===== src/rtl/bank_select_mem.sv =====
`default_nettype none
// ============================================================================
// Module   : bank_select_mem
// Brief    : Multi-port bank-select table with registered reads and an init
//            sweep. Define BANK_SELECT_MEM_BYPASS_EN for write-first reads.
// Revision : 1.0 - initial release
// ============================================================================
module bank_select_mem #(
    parameter int els_p        = 8,
    parameter int bank_width_p = 1,
    parameter int num_wr_p     = 2,
    parameter int num_rd_p     = 1,
    localparam int addr_width_lp = (els_p > 1) ? $clog2(els_p) : 1
) (
    input  logic                               clk_i,
    input  logic                               reset_n_i,
    input  logic [num_wr_p-1:0]                w_val_i,
    input  logic [num_wr_p*addr_width_lp-1:0]  w_addr_i,
    input  logic [num_wr_p*bank_width_p-1:0]   w_bank_i,
    output logic                               w_rdy_o,
    input  logic [num_rd_p-1:0]                r_val_i,
    input  logic [num_rd_p*addr_width_lp-1:0]  r_addr_i,
    output logic [num_rd_p-1:0]                r_val_o,
    output logic [num_rd_p*bank_width_p-1:0]   r_bank_o,
    input  logic                               init_req_i,
    input  logic [bank_width_p-1:0]            init_bank_i,
    output logic                               busy_o,
    output logic                               init_done_o
);

    localparam logic [0:0] c_IDLE  = 1'b0;
    localparam logic [0:0] c_SWEEP = 1'b1;
    localparam logic [addr_width_lp-1:0] c_LAST = addr_width_lp'(els_p - 1);

    logic [0:0]                        r_state;
    logic [addr_width_lp-1:0]          r_cnt;
    logic [bank_width_p-1:0]           r_init_bank;
    logic                              r_done;
    logic [bank_width_p-1:0]           r_mem     [els_p];
    logic [bank_width_p-1:0]           w_mem_nxt [els_p];
    logic [num_rd_p-1:0]               r_rd_val;
    logic [num_rd_p*bank_width_p-1:0]  r_rd_bank;
    logic [num_rd_p*bank_width_p-1:0]  w_rd_data;
    logic                              w_idle;

    assign w_idle      = (r_state == c_IDLE);
    assign w_rdy_o     = w_idle;
    assign busy_o      = ~w_idle;
    assign init_done_o = r_done;
    assign r_val_o     = r_rd_val;
    assign r_bank_o    = r_rd_bank;

    // Ports are applied highest-first so the lowest accepted port lands last and wins.
    always_comb begin
        w_mem_nxt = r_mem;
        for (int e = 0; e < els_p; e++) begin
            if (w_idle) begin
                for (int p = num_wr_p - 1; p >= 0; p--) begin
                    if (w_val_i[p] && (w_addr_i[p*addr_width_lp +: addr_width_lp] == addr_width_lp'(e))) begin
                        w_mem_nxt[e] = w_bank_i[p*bank_width_p +: bank_width_p];
                    end
                end
            end else if (r_cnt == addr_width_lp'(e)) begin
                w_mem_nxt[e] = r_init_bank;
            end
        end
    end

    always_comb begin
        w_rd_data = '0;
        for (int q = 0; q < num_rd_p; q++) begin
            for (int e = 0; e < els_p; e++) begin
                if (r_addr_i[q*addr_width_lp +: addr_width_lp] == addr_width_lp'(e)) begin
`ifdef BANK_SELECT_MEM_BYPASS_EN
                    w_rd_data[q*bank_width_p +: bank_width_p] = w_mem_nxt[e];
`else
                    w_rd_data[q*bank_width_p +: bank_width_p] = r_mem[e];
`endif
                end
            end
        end
    end

    always_ff @(posedge clk_i or negedge reset_n_i) begin
        if (!reset_n_i) begin
            for (int e = 0; e < els_p; e++) begin
                r_mem[e] <= '0;
            end
        end else begin
            r_mem <= w_mem_nxt;
        end
    end

    // Read bank holds its previous value on cycles without a request.
    always_ff @(posedge clk_i or negedge reset_n_i) begin
        if (!reset_n_i) begin
            r_rd_val  <= '0;
            r_rd_bank <= '0;
        end else begin
            r_rd_val <= r_val_i;
            for (int q = 0; q < num_rd_p; q++) begin
                if (r_val_i[q]) begin
                    r_rd_bank[q*bank_width_p +: bank_width_p] <= w_rd_data[q*bank_width_p +: bank_width_p];
                end
            end
        end
    end

    always_ff @(posedge clk_i or negedge reset_n_i) begin
        if (!reset_n_i) begin
            r_state     <= c_IDLE;
            r_cnt       <= '0;
            r_init_bank <= '0;
            r_done      <= 1'b0;
        end else begin
            r_done <= 1'b0;
            case (r_state)
                c_IDLE: begin
                    if (init_req_i) begin
                        r_state     <= c_SWEEP;
                        r_cnt       <= '0;
                        r_init_bank <= init_bank_i;
                    end
                end
                c_SWEEP: begin
                    r_cnt <= r_cnt + 1'b1;
                    if (r_cnt == c_LAST) begin
                        r_state <= c_IDLE;
                        r_done  <= 1'b1;
                    end
                end
                default: r_state <= c_IDLE;
            endcase
        end
    end

endmodule
`default_nettype wire

===== config.mk =====
export PLATFORM = sky130hd
export DESIGN_NAME = bank_select_mem
export DESIGN_NICKNAME = d
export VERILOG_FILES = /design/src/rtl/bank_select_mem.sv
export SDC_FILE = /design/constraint.sdc
export NUM_CORES = 1
export LEC_CHECK = 0
export CAP_MARGIN = 10
export CORE_MARGIN = 8
export CORE_UTILIZATION = 54
export DETAILED_ROUTE_END_ITERATION = 8
export DONT_BUFFER_PORTS = 1
export PLACE_DENSITY = 0.65
export SLEW_MARGIN = 40
export SYNTH_ARGS = -nofsm -noshare
export SYNTH_HDL_FRONTEND = slang
export SYNTH_SLANG_ARGS = --single-unit

===== constraint.sdc =====
create_clock -name clk_i -period 1.45 [get_ports clk_i]
set_input_delay 0.29 -clock clk_i [delete_from_list [all_inputs] [get_ports clk_i]]
set_output_delay 0.29 -clock clk_i [all_outputs]
set_load 0.005 [all_outputs]

After elaboration in Yosys (flattened, before gate mapping)
Index checks and enable logic that the tools add are counted.
Widths: inputs -> output; s select.
{"block": "word_totals", "regBits": 16}
{"block": "op_classes", "addsub": 1, "n_eq_ne": 37, "n_mux": 47, "n_bitwise": 1, "reduce_logical": 37}
{"cell": "$eq 3x3->1 const B", "n": 16}
{"cell": "$mux 1", "n": 44}
{"cell": "$eq 3x2->1 const B", "n": 8}
{"cell": "$reduce_bool 3->1", "n": 8}
{"cell": "$ne 2x1->1 const B", "n": 9}
{"cell": "$reduce_and 2->1", "n": 9}
{"cell": "$logic_and 1x1->1", "n": 16}
{"cell": "$eq 3x1->1 const B", "n": 4}
{"cell": "$logic_not 3->1", "n": 4}
{"cell": "$pmux 3 s2", "n": 1}
{"cell": "$add 3x1->3 const B", "n": 1}
{"cell": "$mux 3", "n": 1}
{"cell": "$pmux 1 s2", "n": 1}
{"cell": "$not 1->1", "n": 1}

Longest topological paths before layout
{"block": "depth", "depth_word": 9, "ltp_mapped": 6, "ltp_nobuf": 6}

Least setup slack after synthesis
OpenSTA, ideal clock, no wires.
{"block": "synth_timing", "kind": "register to register", "startpoint": "register r_cnt[0]", "endpoint": "register r_mem[3] (netlist name)", "setup_ps": 76, "arrival_time_ps": 1117, "required_ps": 1374, "setup_slack_ps": 256, "stages_incl_launch_ff": 7, "path_buffers": 0, "cell_sequence": "dfrtp_1 -> inv_1 -> ha_1 -> nand2_1 -> o21ai_0 -> mux2_1 -> o21ai_1"}
{"block": "synth_via", "elab_chain_len": 3}
{"item": "from (decl)", "line_no": "36", "text": "logic [addr_width_lp-1:0] r_cnt;"}
{"item": "from (signal assigned)", "line_no": "126", "text": "r_cnt <= r_cnt + 1'b1;"}
{"item": "$eq 3x3->1", "line_no": "63", "text": "end else if (r_cnt == addr_width_lp'(e)) begin"}
{"item": "$ne 2x1->1 (no line)"}
{"item": "$reduce_and 2->1 (no line)"}
{"item": "to (signal assigned)", "line_no": "90", "text": "r_mem <= w_mem_nxt;"}
{"item": "to (decl)", "line_no": "39", "text": "logic [bank_width_p-1:0] r_mem [els_p];"}
Every way passes these cells.
A chain may end at the register's enable or synchronous reset.

Worst setup path in the final report
{"block": "layout_timing", "startpoint": "register r_cnt[1]", "endpoint": "register r_state, in the netlist busy_o"}
{"block": "layout_via", "elab_chain_len": 3}
{"item": "$eq 3x3->1", "line_no": "127", "text": "if (r_cnt == c_LAST) begin"}
{"item": "$mux 1", "line_no": "127"}
{"item": "$pmux 1 s2", "line_no": "117", "text": "case (r_state)"}
{"item": "to (signal assigned)", "line_no": "120", "text": "r_state <= c_SWEEP;"}
{"item": "to (signal assigned)", "line_no": "128", "text": "r_state <= c_IDLE;"}
{"item": "to (signal assigned)", "line_no": "132", "text": "default: r_state <= c_IDLE;"}
{"item": "to (decl)", "line_no": "35", "text": "logic [0:0] r_state;"}
Every way passes these cells.

==> results.rst <==
.. list-table::
   :header-rows: 1

   * - Metric
     - Value
   * - Result of the run
     - finished clean
   * - Required time at the endpoint of the critical path
     - 1.67 ns
   * - Root Driver
     - sky130_fd_sc_hd__clkbuf_4
   * - Switching power share of the total
     - 38.1%
   * - Reg-to-reg critical path startpoint
     - r_cnt[1]$_DFFE_PN0P_
   * - Sequential-to-total area share from yosys stat
     - 35.9%
   * - Buffers from clock root to sink, at most
     - 2
   * - Cell-internal power
     - 0.00122 W
   * - Proportion of synthesized area in mux cells
     - 18.5%
   * - Number of pins exceeding their max-slew limit in the final report
     - 0
   * - Routability Congestion
     - 0.773
   * - Layout cells sized above 1
     - 14.7%
   * - Area enclosed by the die boundary
     - 3770 sq um
   * - Worst slew pin tran
     - 0.403 ns
   * - Final period utilization
     - 92.3%
   * - Syn Nets
     - 131
   * - Worst hold slack
     - 0.0847 ns
   * - Post-route cell area
     - 1240 sq um
   * - Initial antenna violation count
     - 0
   * - Clock tree from TritonCTS
     - yes
   * - Worst-path fanout max
     - 4
   * - Post-Syn Area
     - 1110 sq um
   * - Mean instance size in the synthesized netlist
     - 10.4 sq um
   * - Crit. End Element
     - register
   * - Drt drc
     - 0
   * - Largest net degree at the start of global routing
     - 17
   * - Static leakage
     - 0.522 nW
   * - Number of clock buffers inserted by TritonCTS
     - 3
   * - Fin worst setup slack
     - 0.112 ns
   * - Synthesis Warnings
     - 0
   * - Residual antenna-violating net count after detailed routing
     - 0
   * - Arrival time at the worst endpoint
     - 1.55 ns
   * - Detailed placement HPWL
     - 1.90 mm
   * - Post-synthesis share of cell area spent on xor and xnor gates
     - 0%
   * - Overall die height
     - 61.4 um
   * - Share of the synthesized area in compound gates (AO/OA/AOI/OAI)
     - 14.7%
   * - Clock transition time at the flip-flop clock pins of the worst setup and hold paths
     - 0.09 ns
   * - Slew Limit Headroom
     - 73.1%
   * - Clock power frac
     - 14.6%
   * - Count of state elements after synthesis
     - 16
   * - Worst hold path type
     - in2reg
   * - Core Region
     - 1960 sq um
   * - Simple logic cell fraction of the synthesized area
     - 21.3%
   * - Maximum operating frequency
     - 748 MHz
   * - Routed via count divided by cell count
     - 6.24
   * - Net count reported at finish
     - 141
   * - Top cell type's share of synthesized area
     - 35.9%
   * - N_diodes
     - 0
   * - Pre-Repair DR Iteration Count
     - 4
   * - Initial standard-cell utilization of the core
     - 56.8%
   * - H-tree levels
     - 1
   * - Cell types with the largest area share after synthesis
     - sky130_fd_sc_hd__dfrtp_1 (36%), sky130_fd_sc_hd__mux2i_1 (13%), sky130_fd_sc_hd__ha_1 (6.7%)
   * - Setup crit start kind
     - register
   * - Dominant combinational cell family by area after synthesis
     - simple AND/OR/NAND/NOR gates
   * - Vias post-DR
     - 893
   * - Total I/O pin count
     - 23
   * - Critical path start-end classification
     - reg2reg
   * - Hold violation total from the final report
     - 0
   * - Number of cells on the worst reg-to-reg path
     - 5
   * - Clock Sinks
     - 16
   * - Adder-cell share of the synthesized area
     - 6.73%
   * - Overflow left after global routing
     - 0
   * - Total detailed-routing wirelength
     - 2.48 mm
   * - Worst-case clock skew
     - 0.00731 ns
   * - Fin crit period
     - 1.34 ns
   * - Net switching power
     - 0.000752 W
   * - Worst Setup Slack post-DPL
     - 0.0983 ns
   * - Total track usage
     - 13.8%
   * - Floorplan row count
     - 16
   * - Worst-skew pair later-pin latency
     - 0.28 ns
   * - Max-cap violations
     - 0
   * - Wire length of the first global-routing pass
     - 3.95 mm
   * - WL per Instance
     - 17.4 um
   * - Die width
     - 61.4 um
   * - Area growth from synthesis to layout
     - 10.9%
   * - Top cell type by total area after synthesis
     - sky130_fd_sc_hd__dfrtp_1
   * - Number of standard cells after synthesis
     - 107
   * - Share of total power in combinational logic
     - 42.6%
   * - Number of library cell types mapped by synthesis
     - 30
   * - Input/output buffers
     - 0
   * - Share of power burned in registers
     - 42.8%
   * - Number of global-route vias before repair
     - 876
   * - Ratio of total power to cell area
     - 1600 nW/um^2
   * - Crit path launch
     - r_cnt[1]$_DFFE_PN0P_
   * - Capture point of the worst path
     - busy_o$_DFF_PN0_
   * - Worst R2R End
     - busy_o$_DFF_PN0_
   * - Placement-stage cell area
     - 1150 sq um
   * - Final number of setup-violating endpoints
     - 0
   * - Setup slack of the most critical reg-to-reg path
     - 0.11 ns
   * - Largest voltage drop on the vdd net
     - 1.07 mV
   * - 1st-iter DRT viols
     - 26
[critical path, cell delays in order, from the launching register on]
cell,delay [ns]
sky130_fd_sc_hd__dfrtp_1,0.42
sky130_fd_sc_hd__buf_4,0.15
sky130_fd_sc_hd__ha_1,0.19
sky130_fd_sc_hd__ha_1,0.22
sky130_fd_sc_hd__and2_1,0.18
sky130_fd_sc_hd__nor2_1,0.12
[state kept, by name, indices dropped and copies added (netlist names)]
register     flops
r_mem            8
r_init_bank      1
busy_o           1
r_cnt            3
r_val_o          1
r_bank_o         1
init_done_o      1
[cells in the final DEF, fill, tap and decap left out, types with 2 or more instances in the layout]
master,n
sky130_fd_sc_hd__dlygate4sd3_1,2
sky130_fd_sc_hd__nand2_1,6
sky130_fd_sc_hd__nand4b_1,6
sky130_fd_sc_hd__ha_1,6
sky130_fd_sc_hd__inv_1,4
sky130_fd_sc_hd__nor2_1,5
sky130_fd_sc_hd__buf_4,5
sky130_fd_sc_hd__mux2_2,2
sky130_fd_sc_hd__o21ai_1,2
sky130_fd_sc_hd__and4bb_1,3
sky130_fd_sc_hd__mux2i_1,15
sky130_fd_sc_hd__nand4_1,2
sky130_fd_sc_hd__o21ai_0,10
sky130_fd_sc_hd__o211ai_1,3
sky130_fd_sc_hd__nor4bb_1,3
sky130_fd_sc_hd__o221ai_1,3
sky130_fd_sc_hd__dfrtp_1,15
sky130_fd_sc_hd__clkbuf_4,3
sky130_fd_sc_hd__a21oi_1,3
sky130_fd_sc_hd__or3_1,4
[synth_stat cells (all sizes together)]
| cell type | n |
|---|---|
| a21boi | 1 |
| a21o | 1 |
| a21oi | 3 |
| a22o | 1 |
| a31o | 1 |
| and2 | 1 |
| and4bb | 3 |
| buf | 1 |
| clkbuf | 2 |
| dfrtp | 16 |
| ha | 6 |
| inv | 5 |
| mux2 | 3 |
| mux2i | 15 |
| mux4 | 1 |
| nand2 | 6 |
| nand4 | 2 |
| nand4b | 6 |
| nor2 | 5 |
| nor4b | 2 |
| nor4bb | 3 |
| o211ai | 3 |
| o21ai | 12 |
| o21bai | 1 |
| o221ai | 3 |
| or3 | 4 |
[cell type report]
| class | count | area (sq um) |
|---|---|---|
| inverter | 5 | 18.8 |
| sequential | 16 | 402 |
| clock buffer | 4 | 36.3 |
| timing repair buffer | 8 | 62.6 |
| fill | 180 | 726 |
| multi-input combinational | 83 | 683 |
| tap | 27 | 33.8 |
[power by group through the flow]
stage	combinational [W]	clock (W)	sequential, W
2_1_floorplan	0.000604	0	0.000779
3_3_place_gp	0.000752	0	0.000848
3_5_place_dp	0.000759	0	0.000855
4_1_cts	0.000774	0.000297	0.000846
5_1_grt	0.000973	0.000320	0.000868
6_report	0.000841	0.000289	0.000845
[per-stage QoR]
stage	TNS (ns)	utilization (%)	total power, W	cells
after detailed placement	0	58.7	0.00161	133
after global routing	-0.000342	63.0	0.00216	143
after global placement	0	58.7	0.00160	133
after floorplan	0	-	0.00138	107
final	0	63.0	0.00198	143
after CTS	0	61.0	0.00192	138
[metal layers]
| layer | vias to the layer above | track usage [%] | part of all wire [%] |
|---|---|---|---|
| met1 | 434 | 17.1 | 43 |
| met5 | - | 0 | 0 |
| met4 | 0 | 2.60 | 0.32 |
| met3 | 2 | 4.80 | 7.4 |
| li1 | 431 | - | - |
| met2 | 26 | 22.5 | 49 |
[worst min path at each step]
stage                     startpoint                   end  slack [ns]  cells past startpoint
final                        r_val_i  r_bank_o$_DFFE_PN0P_        0.08                      1
after floorplan            reset_n_i      busy_o$_DFF_PN0_      -0.006                      0
after global placement     reset_n_i  r_mem[7]$_DFFE_PN0P_      -0.005                      0
after CTS                    r_val_i     r_val_o$_DFF_PN0_        0.02                      0
after global routing         r_val_i  r_bank_o$_DFFE_PN0P_        0.07                      1
after detailed placement   reset_n_i  r_mem[7]$_DFFE_PN0P_      -0.005                      0
[cell families (layout without fill, tap and decap cells)]
family                     Yosys count  count (layout)
and+or+nand+nor                     32              32
buffers and inverters                8              17
AOI/OAI and AO/OA                   26              26
DFF                                 16              16
adders and majority gates            6               6
muxes                               19              19
[repair_timing]
action,in CTS,in global routing
setup buffers,0,3
hold buffers,1,2
resized for setup,0,1
endpoints found under the hold margin,16,17
setup endpoints to repair,0,4
Note: power is estimated with default switching activity, not from simulation.
